**config.mk**
```make
export PLATFORM = sky130hd
export DESIGN_NAME = param_computational_unit
export DESIGN_NICKNAME = d
export VERILOG_FILES = /design/src/rtl/cu_pkg.sv /design/src/rtl/seq_multiplier.sv /design/src/rtl/param_computational_unit.sv
export SDC_FILE = /design/constraint.sdc
export NUM_CORES = 1
export LEC_CHECK = 0
export CORE_UTILIZATION = 45
export CTS_BUF_LIST = sky130_fd_sc_hd__clkbuf_8
export CTS_CLUSTER_DIAMETER = 200
export DETAILED_ROUTE_END_ITERATION = 6
export PLACE_DENSITY_LB_ADDON = 0.2
export REMOVE_ABC_BUFFERS = 1
export SLEW_MARGIN = 5
export SYNTH_ARGS = -nofsm -noshare
export SYNTH_HDL_FRONTEND = slang
export SYNTH_SLANG_ARGS = --single-unit
```
**constraint.sdc**
```tcl
create_clock -name clk -period 4.35 [get_ports clk]
set_input_delay 1.305 -clock clk [delete_from_list [all_inputs] [get_ports clk]]
set_output_delay 1.305 -clock clk [all_outputs]
set_load 0.005 [all_outputs]
```
**src/rtl/cu_pkg.sv**
```systemverilog
// Shared encodings for the parametrised computational unit: ALU opcodes,
// data-bus source selects and write-enable bit positions.
package cu_pkg;

    localparam logic [3:0] OP_NEG    = 4'd0;
    localparam logic [3:0] OP_SUB    = 4'd1;
    localparam logic [3:0] OP_ADD    = 4'd2;
    localparam logic [3:0] OP_MUL_HI = 4'd3;
    localparam logic [3:0] OP_MUL_LO = 4'd4;
    localparam logic [3:0] OP_XOR    = 4'd5;
    localparam logic [3:0] OP_AND    = 4'd6;
    localparam logic [3:0] OP_NOT    = 4'd7;
    localparam logic [3:0] OP_NOP    = 4'd8;
    localparam logic [3:0] OP_NOP_F  = 4'd15;

    localparam logic [3:0] SRC_X0     = 4'd0;
    localparam logic [3:0] SRC_X1     = 4'd1;
    localparam logic [3:0] SRC_Y0     = 4'd2;
    localparam logic [3:0] SRC_Y1     = 4'd3;
    localparam logic [3:0] SRC_R      = 4'd4;
    localparam logic [3:0] SRC_M      = 4'd5;
    localparam logic [3:0] SRC_I      = 4'd6;
    localparam logic [3:0] SRC_DM     = 4'd7;
    localparam logic [3:0] SRC_PM     = 4'd8;
    localparam logic [3:0] SRC_I_PINS = 4'd9;
    localparam logic [3:0] SRC_ZERO   = 4'd10;

    localparam int RE_X0    = 0;
    localparam int RE_X1    = 1;
    localparam int RE_Y0    = 2;
    localparam int RE_Y1    = 3;
    localparam int RE_R     = 4;
    localparam int RE_M     = 5;
    localparam int RE_I     = 6;
    localparam int RE_UNUSED = 7;
    localparam int RE_O_REG = 8;

    // Decoded side effects of a single-cycle ALU opcode.
    typedef struct packed {
        logic wr_r;
        logic wr_carry;
    } alu_ctl_t;

    function automatic logic is_mul(input logic [3:0] func);
        return (func == OP_MUL_HI) || (func == OP_MUL_LO);
    endfunction

endpackage

```
**src/rtl/seq_multiplier.sv**
```systemverilog
// Unsigned W x W shift-add multiplier returning one selected half of the product.
// Latency: start edge plus W step edges; result/done are valid during the last step cycle.
// Backpressure: start is ignored while busy; caller must hold off until busy drops.
module seq_multiplier #(
    parameter int W = 4
) (
    input  logic         clk,
    input  logic         reset,
    input  logic         start,
    input  logic [W-1:0] a,
    input  logic [W-1:0] b,
    input  logic         sel_hi,
    output logic         busy,
    output logic         done,
    output logic [W-1:0] result
);
    localparam int CW = $clog2(W + 1);
    localparam logic [CW-1:0] LAST_STEP = CW'(W - 1);

    logic [W-1:0]   a_q;
    logic [W-1:0]   b_q;
    logic           sel_hi_q;
    logic [CW-1:0]  cnt;
    logic [2*W-1:0] acc;
    logic [2*W-1:0] acc_nxt;
    logic [W:0]     psum;

    // Right-shifting accumulator: add the multiplicand into the top half, then shift.
    always_comb begin
        psum    = {1'b0, acc[2*W-1:W]} + (b_q[0] ? {1'b0, a_q} : '0);
        acc_nxt = {psum, acc[W-1:1]};
    end

    // done marks the cycle whose closing edge performs the final step, so the
    // owner of r can capture the finished half on that same edge.
    assign done   = busy && (cnt == LAST_STEP);
    assign result = sel_hi_q ? acc_nxt[2*W-1:W] : acc_nxt[W-1:0];

    always_ff @(posedge clk or posedge reset) begin
        if (reset) begin
            a_q      <= '0;
            b_q      <= '0;
            sel_hi_q <= 1'b0;
            cnt      <= '0;
            acc      <= '0;
            busy     <= 1'b0;
        end else if (busy) begin
            acc <= acc_nxt;
            b_q <= b_q >> 1;
            cnt <= cnt + 1'b1;
            if (done) begin
                busy <= 1'b0;
            end
        end else if (start) begin
            a_q      <= a;
            b_q      <= b;
            sel_hi_q <= sel_hi;
            cnt      <= '0;
            acc      <= '0;
            busy     <= 1'b1;
        end
    end

endmodule

```
**src/rtl/param_computational_unit.sv**
```systemverilog
// W-bit computational unit: data registers, source-select bus, ALU with carry and multiplier.
// Latency: bus combinational, ALU ops one edge, multiplies W+1 edges from start to r.
// Backpressure: ALU executes are dropped while busy; the decoder must stall on busy.
module param_computational_unit
    import cu_pkg::*;
#(
    parameter int W = 4
) (
    input  logic         clk,
    input  logic         reset,
    input  logic [3:0]   source_sel,
    input  logic [8:0]   reg_en,
    input  logic         i_sel,
    input  logic         x_sel,
    input  logic         y_sel,
    input  logic [3:0]   alu_func,
    input  logic [W-1:0] pm_data,
    input  logic [W-1:0] dm,
    input  logic [W-1:0] i_pins,
    output logic [W-1:0] data_bus,
    output logic [W-1:0] o_reg,
    output logic [W-1:0] i,
    output logic [W-1:0] r,
    output logic         r_eq_0,
    output logic         carry,
    output logic         busy
);
    logic [W-1:0] x0, x1, y0, y1, m;
    logic [W-1:0] x_op, y_op;
    logic [W-1:0] alu_res;
    logic [W:0]   ext;
    logic         alu_c;
    alu_ctl_t     ctl;
    logic         exec;
    logic         mul_start;
    logic         mul_done;
    logic [W-1:0] mul_result;
    logic         unused_reg_en7;

    assign unused_reg_en7 = reg_en[RE_UNUSED];

    always_comb begin
        case (source_sel)
            SRC_X0:     data_bus = x0;
            SRC_X1:     data_bus = x1;
            SRC_Y0:     data_bus = y0;
            SRC_Y1:     data_bus = y1;
            SRC_R:      data_bus = r;
            SRC_M:      data_bus = m;
            SRC_I:      data_bus = i;
            SRC_DM:     data_bus = dm;
            SRC_PM:     data_bus = pm_data;
            SRC_I_PINS: data_bus = i_pins;
            default:    data_bus = '0;
        endcase
    end

    assign x_op = x_sel ? x1 : x0;
    assign y_op = y_sel ? y1 : y0;

    always_comb begin
        alu_res = '0;
        alu_c   = carry;
        ext     = '0;
        ctl     = '0;
        case (alu_func)
            OP_NEG: begin
                alu_res    = -x_op;
                ctl.wr_r   = 1'b1;
            end
            OP_SUB: begin
                // Extra top bit of the widened difference is the borrow.
                ext          = {1'b0, x_op} - {1'b0, y_op};
                alu_res      = ext[W-1:0];
                alu_c        = ext[W];
                ctl.wr_r     = 1'b1;
                ctl.wr_carry = 1'b1;
            end
            OP_ADD: begin
                ext          = {1'b0, x_op} + {1'b0, y_op};
                alu_res      = ext[W-1:0];
                alu_c        = ext[W];
                ctl.wr_r     = 1'b1;
                ctl.wr_carry = 1'b1;
            end
            OP_XOR: begin
                alu_res  = x_op ^ y_op;
                ctl.wr_r = 1'b1;
            end
            OP_AND: begin
                alu_res  = x_op & y_op;
                ctl.wr_r = 1'b1;
            end
            OP_NOT: begin
                alu_res  = ~x_op;
                ctl.wr_r = 1'b1;
            end
            default: ;
        endcase
    end

    assign exec      = reg_en[RE_R] && !busy;
    assign mul_start = exec && is_mul(alu_func);

    seq_multiplier #(.W(W)) u_mul (
        .clk    (clk),
        .reset  (reset),
        .start  (mul_start),
        .a      (x_op),
        .b      (y_op),
        .sel_hi (alu_func == OP_MUL_HI),
        .busy   (busy),
        .done   (mul_done),
        .result (mul_result)
    );

    always_ff @(posedge clk or posedge reset) begin
        if (reset) begin
            x0    <= '0;
            x1    <= '0;
            y0    <= '0;
            y1    <= '0;
            m     <= '0;
            i     <= '0;
            o_reg <= '0;
        end else begin
            if (reg_en[RE_X0])    x0    <= data_bus;
            if (reg_en[RE_X1])    x1    <= data_bus;
            if (reg_en[RE_Y0])    y0    <= data_bus;
            if (reg_en[RE_Y1])    y1    <= data_bus;
            if (reg_en[RE_M])     m     <= data_bus;
            if (reg_en[RE_I])     i     <= i_sel ? i + m : data_bus;
            if (reg_en[RE_O_REG]) o_reg <= data_bus;
        end
    end

    // mul_done and exec are mutually exclusive: exec requires !busy.
    always_ff @(posedge clk or posedge reset) begin
        if (reset) begin
            r      <= '0;
            r_eq_0 <= 1'b1;
            carry  <= 1'b0;
        end else if (mul_done) begin
            r      <= mul_result;
            r_eq_0 <= (mul_result == '0);
        end else if (exec && ctl.wr_r) begin
            r      <= alu_res;
            r_eq_0 <= (alu_res == '0);
            if (ctl.wr_carry) begin
                carry <= alu_c;
            end
        end
    end

endmodule

```
Word-level counts from Yosys, hierarchy flattened
Index checks and enable logic that the tools add are counted.
{"block": "totals", "out_inout_bits": 19, "in_bits": 34, "word_cells": 84, "regBits": 55}
{"block": "classes", "reduce_logical": 17, "n_addsub": 6, "bitwise": 5, "muxes": 23, "n_eq_ne": 17}
{"op": "4-bit one-hot mux with 10 select lines", "count": 1}
{"op": "4-bit two-way mux", "count": 9}
{"op": "4-bit by 3-bit equality test with 1-bit output (second input constant)", "count": 8}
{"op": "4-bit one-hot mux with 6 select lines", "count": 1}
{"op": "4-bit by 2-bit equality test with 1-bit output (second input constant)", "count": 4}
{"op": "4-bit zero test", "count": 4}
{"op": "8-bit two-way mux", "count": 2}
{"op": "4-bit by 1-bit equality test with 1-bit output (second input constant)", "count": 2}
{"op": "4-bit equality test (second input constant)", "count": 2}
{"op": "1-bit two-way mux", "count": 7}
{"op": "3-bit two-way mux", "count": 2}
{"op": "2-bit nonzero test", "count": 3}
{"op": "6-bit OR reduction", "count": 1}
{"op": "4-bit by 4-bit adder with 5-bit output", "count": 1}
{"op": "4-bit by 5-bit adder with 5-bit output", "count": 1}
{"op": "4-bit by 4-bit subtractor with 5-bit output", "count": 1}
{"op": "4-bit adder", "count": 1}
{"op": "4-bit bitwise AND", "count": 1}
{"op": "1-bit logical AND", "count": 4}
{"op": "4-bit negator", "count": 1}
{"op": "4-bit inverter", "count": 1}
{"op": "4-bit AND reduction", "count": 1}
{"op": "4-bit bitwise XOR", "count": 1}
{"op": "3-bit by 1-bit adder with 3-bit output (second input constant)", "count": 1}
{"op": "other kinds (7)", "count": 8}

Longest topological paths before layout
{"block": "logic_depth", "depth_word": 6, "mapped_depth": 11}

Hierarchy
Synthesis repeated with hierarchy kept, for this count alone.
{"block": "unflattened", "hier_cells": 396, "area_unflattened_um2": 3654.8}
{"module": "param_computational_unit", "cells_per_inst": 295, "area_each_um2": 2586.2, "seq_area_each_um2": 852.1, "n_inst": 1}
{"module": "seq_multiplier", "cells_per_inst": 101, "area_each_um2": 1068.5, "seq_area_each_um2": 500.5, "n_inst": 1}

Worst setup path after synthesis
No wires, ideal clock.
{"block": "synth_path", "path_type": "in2out", "from": "input port source_sel[3]", "to": "output port data_bus[2]", "n_path_buf": 1, "slack_ns": 0.307, "path_stages": 6, "required_ns": 3.045, "arrival_ns": 2.738, "cell_sequence": "buf_1 mux2_1 a22oi_1 o22ai_1 nor3_1 inv_1"}
{"block": "synth_via", "elab_chain_len": 2, "elab_cells_between_ends": 11}
{"element": "from (decl)", "line": "param_computational_unit.sv:11", "text": "input logic [3:0] source_sel,"}
{"element": "4-bit equality test, or another cell as far along", "line": "param_computational_unit.sv:43", "text": "case (source_sel)"}
{"element": "4-bit one-hot mux with 10 select lines *", "line": "param_computational_unit.sv:43"}
{"element": "to (decl)", "line": "param_computational_unit.sv:20", "text": "output logic [W-1:0] data_bus,"}
Mark *: on every way between the ends. The rest lies on a longest branch, timed or not.

Worst setup path in the final report
{"block": "layout_path", "from": "input port i_pins[2]", "to": "output port data_bus[2]"}
{"block": "layout_via", "elab_chain_len": 1}
{"element": "from (decl)", "line": "param_computational_unit.sv:19", "text": "input logic [W-1:0] i_pins,"}
{"element": "4-bit one-hot mux with 10 select lines", "line": "param_computational_unit.sv:43"}
No other way between the ends.

==> impl_summary.log <==
[metrics] start-to-end type of the worst setup path: primary input to output port
[metrics] Detailed Place HPWL: 6960 um
[metrics] global placer's final weighted congestion: 0.936
[metrics] Routed WL: 9340 um
[metrics] power density cells: 414 nW/um^2
[metrics] post-DR vias/cell: 5.53
[metrics] Chip Width: 91.0 um
[metrics] clock-pin slew reported for the worst setup and hold paths after clock tree synthesis: 0.09 ns
[metrics] number of ports placed on the die boundary: 53
[metrics] main flop type after synthesis: dfrtp_1
[metrics] setup TNS after final layout: 0 ns
[metrics] peak fanout along the critical path: 2
[metrics] unrepaired setup endpoints after global routing: true
[metrics] Initial Util: 46.3%
[metrics] initial drt markers: 243
[metrics] portion of the clock cycle consumed by the worst path in the final layout: 99.2%
[metrics] final antenna-violating net count: 0
[metrics] total standard cell area after synthesis: 3560 sq um
[metrics] required time of the critical path: 3.04 ns
[metrics] PortBufs: 51
[metrics] number of sinks on the clock net: 54
[metrics] # hold bufs at CTS: 0
[metrics] number of endpoints failing setup at the final stage: 0
[metrics] via count of the first global-routing pass: 3033
[metrics] cell accounting for the most synthesized area: dfrtp_1
[metrics] total number of H-tree levels: 2
[metrics] top cells by area, synth: dfrtp_1 (37%), mux2i_1 (6.7%), a21oi_1 (6.5%)
[metrics] global-route wire length before repair: 15500 um
[metrics] CTS tree: done
[metrics] routed length per placed instance: 16.1 um
[metrics] Bufs on Longest Clock Path: 2
[metrics] worst slew pin tran: 0.781 ns
[metrics] proportion of register bits with asynchronous set or reset after synthesis: 100%
[metrics] maxcap violations: 0
[metrics] worst hold slack across all endpoints: 0.486 ns
[metrics] count of endpoints failing hold in the final timing report: 0
[metrics] final worst clock skew: 0.00693 ns
[metrics] type of origin of the critical path: primary input
[metrics] f_max: 232 MHz
[metrics] GRT Total Usage: 23.6%
[metrics] area share of the largest cell type after synthesis: 37.2%
[metrics] worst vdd ir: 227 uV
[metrics] Layout Area Growth over Synthesis: 27.2%
[metrics] Detailed Routing Iterations Pass 1: 5
[metrics] nature of the critical path endpoint: output port
[metrics] initial antenna violation count: 0
[metrics] total vias in the final route: 3210
[metrics] leakage power of the design: 2.06 nW
[metrics] total of flip-flops plus latches after synthesis: 54
[metrics] Post-route DRC: 0
[metrics] overall power consumption: 0.00188 W
[metrics] final net count: 533
[metrics] synth warn: 0
[metrics] fraction of layout instances using a drive strength above 1: 15.1%
[metrics] library cell used as clock root buffer: clkbuf_8
[metrics] pin count of the biggest net entering global routing: 31
[metrics] mean cell area of the mapped netlist: 8.84 sq um
[metrics] instance count of the mapped netlist: 403
[metrics] Biggest register: u_mul.acc
[metrics] number of flip-flops in the largest register: 7
[metrics] cell count after placement: 564
[metrics] count of standard-cell rows: 32
[metrics] global route overflow: 0
[metrics] area of the core region: 7690 sq um
[metrics] EDFF count, synth: 0
[metrics] normalized max-slew margin: 47.9%
[metrics] outcome: complete, no violations
[metrics] number of inserted diodes: 0
[metrics] number of buffers inserted during clock tree synthesis: 5
[metrics] Max Transition Viols Final: 0
[metrics] worst hold path type: flop to flop
[metrics] filler cell count in the final layout: 702
[metrics] die boundary height: 91.0 um
[metrics] worst path arrival time: 3.01 ns
[metrics] sequential fraction of the synthesis area: 38.0%
[metrics] Final Non-Filler Cells: 580
[metrics] full die area: 8280 sq um
[metrics] minimum clock period: 4.31 ns
[metrics] clock insertion delay at the later pin of the skew report: 0.30 ns
[metrics] count of different cell masters after synthesis: 61
## logic make-up after synthesis
| family | Yosys count | synth area share, % |
|---|---|---|
| flip-flops | 54 | 38.0 |
| multiplexers | 31 | 9.03 |
| AND/OR/NAND/NOR | 123 | 17.0 |
| buffers and inverters | 54 | 6.18 |
| XOR/XNOR | 9 | 2.21 |
| AO/OA/AOI/OAI | 110 | 19.1 |
| adder cells (fa/ha/maj) | 22 | 8.57 |
## worst max-delay path: stages
cell,delay (ns)
clkdlybuf4s50_1,0.43
mux2_1,0.31
a22oi_1,0.16
o22ai_1,0.13
nor3_2,0.15
inv_1,0.07
clkdlybuf4s50_1,0.44
## placed cells by master (no fill, tap or decap), types with 4 or more instances in the layout
| cell | synthesis | routed |
|---|---|---|
| a211oi_1 | 4 | 4 |
| dlygate4sd2_1 | 0 | 4 |
| ha_1 | 18 | 18 |
| clkbuf_8 | 0 | 6 |
| nand3b_1 | 5 | 5 |
| nand3_1 | 8 | 8 |
| o21ai_1 | 7 | 7 |
| nor4_1 | 4 | 4 |
| dfrtp_1 | 53 | 53 |
| a31oi_1 | 5 | 5 |
| a21oi_1 | 46 | 46 |
| inv_1 | 29 | 28 |
| o21ai_0 | 16 | 16 |
| mux2i_1 | 24 | 23 |
| fa_1 | 4 | 4 |
| nor2_1 | 47 | 46 |
| xnor2_1 | 7 | 7 |
| clkdlybuf4s50_1 | 0 | 46 |
| nand2_1 | 31 | 31 |
| nor2b_1 | 6 | 5 |
| nor3_1 | 6 | 4 |
| mux2_2 | 5 | 5 |
| buf_4 | 0 | 35 |
## synthesized netlist by cell type (all sizes together) (4+ instances only)
cell type	instances
nor2	47
nor4	5
nand3	8
nor2b	7
mux2i	25
inv	30
dfrtp	53
nand3b	5
a21oi	47
nand2	31
fa	4
a211oi	4
xnor2	7
nor3	6
o21ai	23
ha	18
buf	13
clkbuf	11
a31oi	5
mux2	6
## metrics by stage
stage	util, %	worst slack, ns	area (sq um)
detailed placement	56.4	-0.416	4330
floorplan	-	0.644	3450
finish	58.9	0.0351	4530
global placement	56.4	-0.499	4330
CTS	58.6	0.0403	4510
global route	58.9	-0.0619	4530
## power breakdown
group	switching, W	internal, W	total [W]
clock network	0.000165	0.000128	0.000293
registers	0.000156	0.000641	0.000798
logic	0.000380	0.000406	0.000786
total	0.000701	0.00118	0.00188
## per-layer routing
metal / routed length [um] / GRT usage, % / up-vias
met2: 4230 / 36.0 / 122
li1: - / - / 1563
met4: 121 / 6.75 / 0
met5: 0 / 0 / -
met3: 646 / 3.18 / 10
met1: 4350 / 35.1 / 1515
## repair_timing
| item | CTS | global route |
|---|---|---|
| hold endpoints to repair | 0 | 0 |
| buffers inserted | 5 | 0 |
| cloned | 2 | 1 |
| pin swaps | 2 | 1 |
| setup endpoints to repair | 4 | 3 |
| resized for setup | 14 | 5 |
## final timing paths
| check | start | cells past startpoint | end | slack, ns |
|---|---|---|---|---|
| worst min-delay path | carry$_DFFE_PP0P_ | 2 | carry$_DFFE_PP0P_ | 0.49 |
| min in group asynchronous | reset | 2 | o_reg[2]$_DFFE_PP0P_ | 1.40 |
| worst min register to register | carry$_DFFE_PP0P_ | 2 | carry$_DFFE_PP0P_ | 0.49 |
| worst max-delay path | i_pins[2] | 7 | data_bus[2] | 0.04 |
| worst max register to register | x1[0]$_DFFE_PP0P_ | 9 | r_eq_0$_DFFE_PP1P_ | 1.69 |
| max in group asynchronous | reset | 3 | r_eq_0$_DFFE_PP1P_ | 2.13 |
## final cells by class
| class | count | area, sq um | area share, % |
|---|---|---|---|
| clock inverter | 2 | 12.5 | 0.276 |
| clock buffer | 6 | 82.6 | 1.82 |
| multi-input combinational | 295 | 2030 | 44.8 |
| sequential | 54 | 1350 | 29.9 |
| inverter | 30 | 113 | 2.49 |
| tap | 102 | 128 | 2.82 |
| timing repair buffer | 91 | 812 | 17.9 |
(Power assumes the default switching activity.)
